`src/rtl/mac_pkg.sv`:
```
// ---------------------------------------------------------------------------
// mac_pkg
// Shared types and constants for the MAC transmit path.
//   tx_fcs_state_t : sequencer states of mac_tx_fcs_ctrl
//   CRC32_POLY     : IEEE 802.3 CRC-32 generator polynomial (normal form)
//   CRC32_INIT     : CRC seed loaded at the start of each frame
//   FCS_BYTES      : number of FCS bytes appended to a frame
//   sat_inc16      : 16-bit increment that sticks at all-ones
// ---------------------------------------------------------------------------
package mac_pkg;

  typedef enum logic [2:0] {
    ST_IDLE = 3'd0,
    ST_DATA = 3'd1,
    ST_PAD  = 3'd2,
    ST_FCS  = 3'd3,
    ST_IFG  = 3'd4
  } tx_fcs_state_t;

  localparam logic [31:0] CRC32_POLY = 32'h04C11DB7;
  localparam logic [31:0] CRC32_INIT = 32'hFFFFFFFF;
  localparam int          FCS_BYTES  = 4;

  function automatic logic [15:0] sat_inc16(input logic [15:0] v);
    return (v == 16'hFFFF) ? v : v + 16'd1;
  endfunction

endpackage

```
`src/rtl/mac_lfsr.sv`:
```
// ---------------------------------------------------------------------------
// mac_lfsr
// Purely combinational LFSR next-state function. Advances the register
// supplied on lfsr_initial_state_in by DATA_WIDTH bit steps while shifting in
// data_in, and returns the result on lfsr_state_out. The caller owns the
// state register.
//   LFSR_WIDTH / LFSR_POLY : register width and polynomial (normal form)
//   LFSR_CONFIG            : "GALOIS" or "FIBONACCI"
//   LFSR_FEED_FORWARD      : 1 keeps data out of the feedback path
//   REVERSE                : 1 = LSB-first data and bit-reflected register
//   DATA_WIDTH             : bits consumed per evaluation
// Ports:
//   data_in               in  DATA_WIDTH  input data word
//   lfsr_initial_state_in in  LFSR_WIDTH  current register value
//   lfsr_state_out        out LFSR_WIDTH  register value after DATA_WIDTH steps
// ---------------------------------------------------------------------------
module mac_lfsr #(
  parameter int                    LFSR_WIDTH        = 32,
  parameter logic [LFSR_WIDTH-1:0] LFSR_POLY         = 32'h04C11DB7,
  parameter string                 LFSR_CONFIG       = "GALOIS",
  parameter bit                    LFSR_FEED_FORWARD = 1'b0,
  parameter bit                    REVERSE           = 1'b1,
  parameter int                    DATA_WIDTH        = 8
) (
  input  logic [DATA_WIDTH-1:0] data_in,
  input  logic [LFSR_WIDTH-1:0] lfsr_initial_state_in,
  output logic [LFSR_WIDTH-1:0] lfsr_state_out
);

  localparam bit IS_GALOIS = (LFSR_CONFIG == "GALOIS");

  function automatic logic [LFSR_WIDTH-1:0] rev_w(input logic [LFSR_WIDTH-1:0] v);
    logic [LFSR_WIDTH-1:0] r;
    for (int k = 0; k < LFSR_WIDTH; k++) begin
      r[k] = v[LFSR_WIDTH-1-k];
    end
    return r;
  endfunction

  // The reflected form is evaluated as the normal (MSB-first, shift-left)
  // form on a bit-reversed register, so only one step equation is needed.
  logic [LFSR_WIDTH-1:0] work;
  logic                  tap;
  logic                  din;
  logic                  fb;

  always_comb begin
    work = REVERSE ? rev_w(lfsr_initial_state_in) : lfsr_initial_state_in;
    tap  = 1'b0;
    din  = 1'b0;
    fb   = 1'b0;
    for (int i = 0; i < DATA_WIDTH; i++) begin
      din = REVERSE ? data_in[i] : data_in[DATA_WIDTH-1-i];
      if (IS_GALOIS) begin
        tap  = work[LFSR_WIDTH-1];
        fb   = LFSR_FEED_FORWARD ? tap : (tap ^ din);
        work = {work[LFSR_WIDTH-2:0], 1'b0};
        if (fb) begin
          work = work ^ LFSR_POLY;
        end
      end else begin
        tap  = work[LFSR_WIDTH-1] ^ (^(work[LFSR_WIDTH-2:0] & LFSR_POLY[LFSR_WIDTH-1:1]));
        fb   = LFSR_FEED_FORWARD ? tap : (tap ^ din);
        work = {work[LFSR_WIDTH-2:0], fb};
      end
    end
    lfsr_state_out = REVERSE ? rev_w(work) : work;
  end

endmodule

```
`src/rtl/mac_tx_fcs_ctrl.sv`:
```
// ---------------------------------------------------------------------------
// mac_tx_fcs_ctrl
// Transmit frame sequencer: passes frame bytes through a one-deep output
// register, zero-pads short frames up to MIN_FRAME_BYTES, appends the
// 4-byte CRC-32 FCS (LSB byte first) and holds off the source for
// IFG_CYCLES after each frame.
// Ports:
//   clk, rstn          clock, asynchronous active-low reset
//   s_tdata/s_tvalid/s_tlast/s_tready   byte stream from the frame buffer
//   m_tdata/m_tvalid/m_tlast/m_tready   byte stream to the PHY side
//   busy               state is not IDLE
//   frame_done         pulse on the handshake of the last FCS byte
//   fcs_out            FCS of the last completed frame
//   dbg_state          current sequencer state
//
// Handshake: a byte moves on any cycle where valid && ready at the rising
// edge. Once m_tvalid is raised, m_tdata/m_tlast stay put until m_tready;
// s_tready never depends on s_tvalid.
// ---------------------------------------------------------------------------
module mac_tx_fcs_ctrl
  import mac_pkg::*;
#(
  parameter int MIN_FRAME_BYTES = 60,
  parameter bit ENABLE_PAD      = 1'b1,
  parameter int IFG_CYCLES      = 12
) (
  input  logic          clk,
  input  logic          rstn,
  input  logic [7:0]    s_tdata,
  input  logic          s_tvalid,
  input  logic          s_tlast,
  output logic          s_tready,
  output logic [7:0]    m_tdata,
  output logic          m_tvalid,
  output logic          m_tlast,
  input  logic          m_tready,
  output logic          busy,
  output logic          frame_done,
  output logic [31:0]   fcs_out,
  output tx_fcs_state_t dbg_state
);

  localparam logic [15:0] MIN_CNT  = 16'(MIN_FRAME_BYTES);
  localparam logic [15:0] IFG_LAST = 16'(IFG_CYCLES - 1);
  localparam logic [2:0]  FCS_END  = 3'(FCS_BYTES);

  tx_fcs_state_t state_q;
  logic [31:0]   crc_q;
  logic [31:0]   fcs_out_q;
  logic [15:0]   cnt_q;
  logic [15:0]   ifg_cnt_q;
  logic [2:0]    fcs_idx_q;   // FCS bytes already loaded into the output register
  logic [7:0]    m_tdata_q;
  logic          m_tvalid_q;
  logic          m_tlast_q;
  logic          rdy_en_q;    // keeps s_tready low for the first cycle out of reset

  logic          out_adv;
  logic          in_hs;
  logic          out_hs;
  logic [31:0]   lfsr_seed;
  logic [7:0]    lfsr_byte;
  logic [31:0]   crc_next;
  logic [15:0]   cnt_inc;
  logic          need_pad;
  logic [31:0]   fcs_word;
  logic [7:0]    fcs_byte;

  // Output register can take a new byte this cycle.
  assign out_adv  = !m_tvalid_q || m_tready;
  assign s_tready = rdy_en_q && ((state_q == ST_IDLE) || (state_q == ST_DATA)) && out_adv;
  assign in_hs    = s_tvalid && s_tready;
  assign out_hs   = m_tvalid_q && m_tready;

  // The first byte of a frame is folded into the init value directly, so the
  // seed and the first update happen in one cycle.
  assign lfsr_seed = (state_q == ST_IDLE) ? CRC32_INIT : crc_q;
  assign lfsr_byte = (state_q == ST_PAD) ? 8'h00 : s_tdata;
  assign cnt_inc   = (state_q == ST_IDLE) ? 16'd1 : sat_inc16(cnt_q);
  assign need_pad  = ENABLE_PAD && (cnt_inc < MIN_CNT);

  mac_lfsr #(
    .LFSR_WIDTH        (32),
    .LFSR_POLY         (CRC32_POLY),
    .LFSR_CONFIG       ("GALOIS"),
    .LFSR_FEED_FORWARD (1'b0),
    .REVERSE           (1'b1),
    .DATA_WIDTH        (8)
  ) u_crc (
    .data_in               (lfsr_byte),
    .lfsr_initial_state_in (lfsr_seed),
    .lfsr_state_out        (crc_next)
  );

  assign fcs_word = ~crc_q;

  always_comb begin
    fcs_byte = 8'h00;
    case (fcs_idx_q[1:0])
      2'd0:    fcs_byte = fcs_word[7:0];
      2'd1:    fcs_byte = fcs_word[15:8];
      2'd2:    fcs_byte = fcs_word[23:16];
      default: fcs_byte = fcs_word[31:24];
    endcase
  end

  always_ff @(posedge clk or negedge rstn) begin
    if (!rstn) begin
      state_q    <= ST_IDLE;
      crc_q      <= CRC32_INIT;
      fcs_out_q  <= 32'h0;
      cnt_q      <= 16'h0;
      ifg_cnt_q  <= 16'h0;
      fcs_idx_q  <= 3'd0;
      m_tdata_q  <= 8'h00;
      m_tvalid_q <= 1'b0;
      m_tlast_q  <= 1'b0;
      rdy_en_q   <= 1'b0;
    end else begin
      rdy_en_q <= 1'b1;

      case (state_q)
        ST_IDLE, ST_DATA: begin
          if (in_hs) begin
            m_tdata_q  <= s_tdata;
            m_tvalid_q <= 1'b1;
            m_tlast_q  <= 1'b0;
            crc_q      <= crc_next;
            cnt_q      <= cnt_inc;
            if (s_tlast) begin
              state_q   <= need_pad ? ST_PAD : ST_FCS;
              fcs_idx_q <= 3'd0;
            end else begin
              state_q <= ST_DATA;
            end
          end else if (out_adv) begin
            m_tvalid_q <= 1'b0;
          end
        end

        ST_PAD: begin
          if (out_adv) begin
            m_tdata_q  <= 8'h00;
            m_tvalid_q <= 1'b1;
            m_tlast_q  <= 1'b0;
            crc_q      <= crc_next;
            cnt_q      <= cnt_inc;
            if (cnt_inc >= MIN_CNT) begin
              state_q   <= ST_FCS;
              fcs_idx_q <= 3'd0;
            end
          end
        end

        ST_FCS: begin
          // CRC is frozen here; the four FCS bytes are slices of ~crc_q.
          if (out_adv) begin
            if (fcs_idx_q != FCS_END) begin
              m_tdata_q  <= fcs_byte;
              m_tvalid_q <= 1'b1;
              m_tlast_q  <= (fcs_idx_q == FCS_END - 3'd1);
              fcs_idx_q  <= fcs_idx_q + 3'd1;
            end else begin
              // All FCS bytes loaded and out_adv with a valid byte means the
              // last byte is being accepted right now.
              m_tvalid_q <= 1'b0;
              m_tlast_q  <= 1'b0;
              fcs_out_q  <= fcs_word;
              ifg_cnt_q  <= 16'h0;
              state_q    <= ST_IFG;
            end
          end
        end

        ST_IFG: begin
          ifg_cnt_q <= ifg_cnt_q + 16'd1;
          if (ifg_cnt_q >= IFG_LAST) begin
            state_q <= ST_IDLE;
          end
        end

        default: begin
          state_q <= ST_IDLE;
        end
      endcase
    end
  end

  assign m_tdata    = m_tdata_q;
  assign m_tvalid   = m_tvalid_q;
  assign m_tlast    = m_tlast_q;
  assign busy       = (state_q != ST_IDLE);
  assign frame_done = out_hs && m_tlast_q;
  assign fcs_out    = fcs_out_q;
  assign dbg_state  = state_q;

endmodule

```
`config.mk`:
```
export PLATFORM = sky130hd
export DESIGN_NAME = mac_tx_fcs_ctrl
export DESIGN_NICKNAME = d
export VERILOG_FILES = /design/src/rtl/mac_pkg.sv /design/src/rtl/mac_lfsr.sv /design/src/rtl/mac_tx_fcs_ctrl.sv
export SDC_FILE = /design/constraint.sdc
export NUM_CORES = 1
export LEC_CHECK = 0
export ABC_AREA = 1
export BUFFER_PORTS_ARGS = -buffer_cell sky130_fd_sc_hd__buf_4
export CAP_MARGIN = 20
export CORE_MARGIN = 2
export CORE_UTILIZATION = 30
export DETAILED_ROUTE_END_ITERATION = 10
export GPL_TIMING_DRIVEN = 0
export PLACE_DENSITY = 0.49
export SYNTH_ARGS = -nofsm -noshare
export SYNTH_HDL_FRONTEND = slang
export SYNTH_SLANG_ARGS = --single-unit
```
`constraint.sdc`:
```
create_clock -name clk -period 2.9 [get_ports clk]
set_clock_uncertainty 0.05 [all_clocks]
set_input_delay 0.29 -clock clk [delete_from_list [all_inputs] [get_ports clk]]
set_output_delay 0.29 -clock clk [all_outputs]
set_load 0.01 [all_outputs]
```
# After elaboration in Yosys (flattened, before gate mapping)
# Index checks and enable logic that the tools add are counted.
dict set report op_classes {
  add_sub_neg 3
  n_mul 0
  n_div 0
  order_cmp 3
  n_eq_ne 18
  n_shift 0
  muxes 53
  bitwise 18
  n_reduce_logical 23
}
# cell n
set op_table {}
lappend op_table {{27-bit two-way mux} 8}
lappend op_table {{14-bit inverter} 8}
lappend op_table {{16-bit two-way mux} 6}
lappend op_table {{32-bit two-way mux} 3}
lappend op_table {{16-bit one-hot mux with 2 select lines} 2}
lappend op_table {{32-bit one-hot mux with 2 select lines} 1}
lappend op_table {{8-bit one-hot mux with 3 select lines} 2}
lappend op_table {{8-bit two-way mux} 5}
lappend op_table {{3-bit two-way mux} 12}
lappend op_table {{16-bit by 1-bit adder with 16-bit output (second input constant)} 2}
lappend op_table {{32-bit inverter} 1}
lappend op_table {{16-bit equality test (second input constant)} 1}
lappend op_table {{16-bit by 4-bit greater-or-equal comparator with 1-bit output (second input constant)} 1}
lappend op_table {{16-bit by 6-bit greater-or-equal comparator with 1-bit output (second input constant)} 1}
lappend op_table {{16-bit by 6-bit < comparator with 1-bit output (second input constant)} 1}
lappend op_table {{2-bit != test (second input constant)} 7}
lappend op_table {{3-bit one-hot mux with 4 select lines} 1}
lappend op_table {{3-bit by 2-bit equality test with 1-bit output (second input constant)} 3}
lappend op_table {{1-bit two-way mux} 9}
lappend op_table {{3-bit one-hot mux with 3 select lines} 1}
lappend op_table {{3-bit AND reduction} 3}
lappend op_table {{4-bit AND reduction} 2}
lappend op_table {{1-bit bitwise XOR} 8}
lappend op_table {{7-bit AND reduction} 1}
lappend op_table {{other kinds (20)} 29}
dict set report totals {
  reg_bits 113
  latchBits 0
  mem_bits_rw 0
  romBits 0
  in_bits 13
  output_inout_bits 48
  elab_cells 128
  memories 0
}

# Longest topological paths before layout
dict set report depth {
  depth_word 20
  mapped_depth 19
  ltp_nobuf 18
}

# Cells and area by module
# From an unflattened synthesis, not the netlist that was laid out.
dict set report unflattened {
  hier_cells 935
  hier_area_um2 7056.8
}
# module n_inst cells_each area_each_um2 seq_area_each_um2
set by_module_without_submodules {}
lappend by_module_without_submodules {mac_tx_fcs_ctrl 1 733 5853.1 2867.8}
lappend by_module_without_submodules {mac_lfsr 1 202 1203.7 0.0}

# Least setup slack after synthesis
# No wires, ideal clock.
dict set report synth_path {
  path_type {reg2reg}
  from {register state_q[2] (netlist: dbg_state[2])}
  to {register crc_q[20]}
  setup_time_ns 0.076
  t_arrival_ns 1.918
  required_time_ns 2.774
  setup_slack_ns 0.855
  path_stages_with_launch 15
  n_path_buf 1
  synth_period_minus_slack_ns 2.045
  path_cell_list {dfrtp_1 nor2_4 nand2_4 buf_8 nand2_1 xor2_1 nand2_1 nand2_4 nand2_2 nand2_2 nand2_1 nand2_1 nand3_1 nand3_1 nand2_1}
}
dict set report synth_via {
  elab_chain_len 18
  word_cells_on_any_way 37
  classes_between {eq/ne: 4; mux: 13; bitwise: 12; reduce/logical: 8}
}
# item line_no
set synth_rtl {}
lappend synth_rtl {{start, declared} mac_tx_fcs_ctrl.sv:47} ;# tx_fcs_state_t state_q;
lappend synth_rtl {{start signal, assigned} mac_tx_fcs_ctrl.sv:131} ;# state_q <= need_pad ? ST_PAD : ST_FCS;
lappend synth_rtl {{3-bit by 2-bit equality test with 1-bit output or 3-bit zero test (tied branches)} n/a}
lappend synth_rtl {{8-bit two-way mux or 32-bit two-way mux (tied branches)} {mac_tx_fcs_ctrl.sv:78, mac_tx_fcs_ctrl.sv:77}}
lappend synth_rtl {{1-bit bitwise XOR or 14-bit inverter (tied branches)} n/a}
lappend synth_rtl {{27-bit two-way mux} mac_lfsr.sv:58} ;# if (fb) begin
lappend synth_rtl {{14-bit inverter (no source line)} n/a}
lappend synth_rtl {{27-bit two-way mux (2 in series)} mac_lfsr.sv:58}
lappend synth_rtl {{14-bit inverter (no source line)} n/a}
lappend synth_rtl {{27-bit two-way mux} mac_lfsr.sv:58}
lappend synth_rtl {{14-bit inverter (no source line)} n/a}
lappend synth_rtl {{27-bit two-way mux (2 in series)} mac_lfsr.sv:58}
lappend synth_rtl {{14-bit inverter (no source line)} n/a}
lappend synth_rtl {{27-bit two-way mux} mac_lfsr.sv:58}
lappend synth_rtl {{14-bit inverter (no source line)} n/a}
lappend synth_rtl {{27-bit two-way mux} mac_lfsr.sv:58}
lappend synth_rtl {{32-bit two-way mux, on equally long branches} {mac_tx_fcs_ctrl.sv:142, mac_tx_fcs_ctrl.sv:124}}
lappend synth_rtl {{32-bit one-hot mux with 2 select lines} mac_tx_fcs_ctrl.sv:122} ;# case (state_q)
lappend synth_rtl {{end signal, assigned} mac_tx_fcs_ctrl.sv:128} ;# crc_q <= crc_next;
lappend synth_rtl {{end signal, assigned} mac_tx_fcs_ctrl.sv:146} ;# crc_q <= crc_next;
lappend synth_rtl {{end, declared} mac_tx_fcs_ctrl.sv:48} ;# logic [31:0] crc_q;
# Parallel ways exist; a longest one is shown, timed or not. The select of a mux whose other input is x is not followed.
# A chain may end at the register's enable or synchronous reset.

# Final worst setup path
dict set report layout_path {
  from {register state_q[2] (netlist: dbg_state[2])}
  to {output busy}
}
dict set report layout_via {
  elab_chain_len 1
}
# item line_no
set layout_rtl {}
lappend layout_rtl {{3-bit nonzero test} mac_tx_fcs_ctrl.sv:192} ;# assign busy = (state_q != ST_IDLE);
lappend layout_rtl {{end, declared} mac_tx_fcs_ctrl.sv:37} ;# output logic busy,
# No other way between the ends.

==> impl_summary.log <==
[metrics] run status: finished, final reports clean
[metrics] pin count of the biggest net entering global routing: 63
[metrics] measured slew at the worst slew-check pin: 756.8 ps
[metrics] total overflow reported by the global router: 0
[metrics] Buffers on Ports: 60
[metrics] power density over cell area: 1368 nW/um^2
[metrics] Root Buffer Master: sky130_fd_sc_hd__clkbuf_16
[metrics] startpoint of the lowest-slack hold path: s_tlast
[metrics] Total GRT Usage: 18.58%
[metrics] class of the worst hold path: in2reg
[metrics] hold depth: 3
[metrics] critical path peak fanout: 10
[metrics] most area-hungry cell type in the Yosys netlist: sky130_fd_sc_hd__dfrtp_1
[metrics] Cell Count, Final, Fillers Out: 1292
[metrics] CTS H-tree lvls: 4
[metrics] number of design rule violations left after detail routing: 0
[metrics] cell area after technology mapping: 6809 sq um
[metrics] largest cells by area after synthesis: sky130_fd_sc_hd__dfrtp_1, sky130_fd_sc_hd__nand2_1, sky130_fd_sc_hd__dfstp_2
[metrics] floorplan die area: 23920 sq um
[metrics] net count reported at finish: 1014
[metrics] distinct cell type count of the synthesized netlist: 41
[metrics] worst setup slack before clock tree synthesis: -22.83 ps
[metrics] kind of capture point of the worst setup path: primary output
[metrics] routed vias: 6195
[metrics] die boundary width: 154.7 um
[metrics] count of flip-flops with a built-in enable after synthesis: 0
[metrics] maximum clock frequency: 0.3809 GHz
[metrics] RSZ-0062 raised after global routing: no
[metrics] wire length of the first global-routing pass: 33930 um
[metrics] worst flop-to-flop path startpoint: dbg_state[2]
[metrics] Yosys warning count: 0
[metrics] share of the synthesized area in the top cell type: 29.77%
[metrics] maximum number of buffers from clock root to sink: 2
[metrics] flip-flop cell with the highest count after synthesis: sky130_fd_sc_hd__dfrtp_1
[metrics] kind of start point of the critical path: flip-flop
[metrics] Placed Instance Area: 7647 sq um
[metrics] # IOs: 61
[metrics] initial antenna violation count: 0
[metrics] clock period minus final worst setup slack: 2625 ps
[metrics] post-synthesis async set-or-reset flop share: 100.0%
[metrics] cell total after placement: 1258
[metrics] most common cell after layout, fill and taps aside: sky130_fd_sc_hd__nand2_1
[metrics] hold violation total from the final report: 0
[metrics] Die Span Y: 154.7 um
[metrics] routed wirelength normalized by instance count: 16.58 um
[metrics] area growth from synthesis to final layout: 21.78%
[metrics] Starting Density: 30.35%
[metrics] clock slew at the register clock pins of the worst setup and hold paths: 60 ps
[metrics] Final setup violation count: 0
[metrics] cell count after synthesis: 912
[metrics] max incr delay on CP: 540 ps
[metrics] fraction of final layout cells sized beyond drive strength 1: 16.88%
[metrics] Via density: 4.795
[metrics] Setup WS post-layout: 274.6 ps
[metrics] Net Count, Synth: 932
[metrics] DPL Wire Length: 15980 um
[metrics] register bit count reported by yosys: 113
[metrics] 1st-iter DRT viols: 449
[metrics] clock latency at the later pin of the worst-skew pair: 420 ps
[metrics] first drt pass iteration count: 5
[metrics] highest-count cells in the layout ignoring fill and taps: sky130_fd_sc_hd__nand2_1, sky130_fd_sc_hd__inv_1, sky130_fd_sc_hd__o21ai_0, sky130_fd_sc_hd__dfrtp_1, sky130_fd_sc_hd__buf_4
[metrics] Final Util: 36.96%
[metrics] number of filler instances in the final layout: 2360
[metrics] CORE AREA: 22430 sq um
[metrics] cells along the critical path: nor2_4 -> nand2_4 -> buf_8 -> clkbuf_1 -> clkbuf_2 -> buf_4
[metrics] final clock period utilization by the worst path: 90.53%
[metrics] clock tree from TritonCTS: built
[metrics] clock buffers created by TritonCTS: 17
[metrics] via count of the first global-routing pass: 5981
[metrics] required arrival time at the worst endpoint: 2560 ps
[metrics] final antenna-violating net count: 0
[metrics] wire length reported by the detailed router: 21420 um
[metrics] cells on worst reg2reg path: 11
[metrics] Arrival @ worst endpoint: 2290 ps
[metrics] Max VDD drop: 0.5438 mV
[metrics] site row count: 55
[metrics] sequential-to-total area share from yosys stat: 42.12%
[metrics] final estimated routing congestion in global placement: 0.8872
[metrics] Mapped Avg Cell Area: 7.466 sq um
[metrics] number of antenna repair diodes: 0
[metrics] launching instance or port of the critical path: dbg_state[2]
[metrics] highest-delay cell along the critical path: sky130_fd_sc_hd__dfrtp_1
[metrics] total clock sinks: 113
[metrics] max-cap check violation count: 0
[metrics] count of pins over their slew limit: 0
[metrics] leakage power: 4.032 nW
[metrics] worst slew margin relative to its limit: 49.54%
[metrics] cell area after layout: 8292 sq um
[metrics] critical setup path kind: reg2out
==> layout make-up <==
| type | instances | area (sq um) | share of cell area, % |
|---|---|---|---|
| buffer | 28 | 130.1 | 1.569 |
| clock buffer | 21 | 450.4 | 5.432 |
| clock inverter | 11 | 162.7 | 1.962 |
| inverter | 98 | 367.9 | 4.436 |
| multi-input combinational | 673 | 3457 | 41.69 |
| sequential | 113 | 2868 | 34.59 |
| tap | 285 | 356.6 | 4.301 |
| timing repair buffer | 63 | 499.2 | 6.021 |
==> registers in the layout (all words and copies together) (netlist names) <==
| signal | flops |
|---|---|
| ifg_cnt_q | 16 |
| m_tlast | 1 |
| crc_q | 32 |
| cnt_q | 16 |
| rdy_en_q | 1 |
| fcs_out | 32 |
| dbg_state | 3 |
| m_tdata | 8 |
| fcs_idx_q | 3 |
| m_tvalid | 1 |
==> cells by family (layout without fill, tap and decap cells) <==
kind of cell    count (synthesis)  in the layout  synth area share (%)
buf+inv                       126            221                 7.295
compound gates                140            140                 11.52
simple gates                  469            469                 29.58
other cells                     1              1               0.05507
fa+ha+maj                       7              7                 1.286
flops                         113            113                 42.12
xor+xnor                       56             56                 8.141
==> metal layers <==
layer	track usage, %	up-vias	part of all wire (%)
met5	0	-	0
met3	2.942	18	3.9
met2	29.78	149	47
met1	26.02	2914	48
met4	5.247	0	1.3
li1	-	3114	-
==> per-stage QoR <==
stage	hold WS [ps]	total power [mW]	TNS [ps]
6_report	130.1	11.34	0
5_1_grt	164.7	12.31	0
4_1_cts	120.0	11.33	0
3_5_place_dp	229.7	9.050	-43.22
3_3_place_gp	417.9	9.032	-88.75
2_1_floorplan	-55.59	7.193	0
==> report_power, final <==
part	internal [mW]	switching [mW]
Clock	1.45	0.773
Combinational	2.16	4.22
Sequential	2.22	0.517
Total	5.84	5.51
==> critical path: cells and delay by family, from the launching register on <==
kind | cells | cell delay (ps)
buffers and inverters | 4 | 1120
DFF | 1 | 540
and+or+nand+nor | 2 | 200
==> cells in the mapped netlist, types with 6 or more instances <==
cell type / n
sky130_fd_sc_hd__nand3_1: 58
sky130_fd_sc_hd__nor4_1: 6
sky130_fd_sc_hd__o21ai_0: 86
sky130_fd_sc_hd__nand2_2: 11
sky130_fd_sc_hd__xnor2_1: 8
sky130_fd_sc_hd__nand4_1: 12
sky130_fd_sc_hd__dfstp_2: 32
sky130_fd_sc_hd__a22oi_1: 7
sky130_fd_sc_hd__nand2_1: 293
sky130_fd_sc_hd__clkbuf_1: 21
sky130_fd_sc_hd__ha_1: 7
sky130_fd_sc_hd__dfrtp_1: 81
sky130_fd_sc_hd__a21oi_1: 15
sky130_fd_sc_hd__o22ai_1: 14
sky130_fd_sc_hd__nor2_1: 61
sky130_fd_sc_hd__xor2_1: 41
sky130_fd_sc_hd__nor3_1: 13
sky130_fd_sc_hd__a211oi_1: 10
sky130_fd_sc_hd__inv_1: 94
==> repair_timing <==
action	CTS	global route
hold endpoints to repair	42	0
endpoints found under the setup margin	3	7
hold buffers	1	0
buffers inserted	0	1
gates resized for setup	1	5
pin swaps	0	1
==> path summary, 6_finish.rpt <==
kind | endpoint | slack [ps]
worst min register to register | m_tdata[2] | 430
worst min-delay path | dbg_state[1] | 130
max in group asynchronous | crc_q[6] | 1720
min in group asynchronous | ifg_cnt_q[1] | 330
worst max register to register | crc_q[8] | 310
worst max-delay path | busy | 270
No activity file was read; power rests on OpenSTA's default activity.
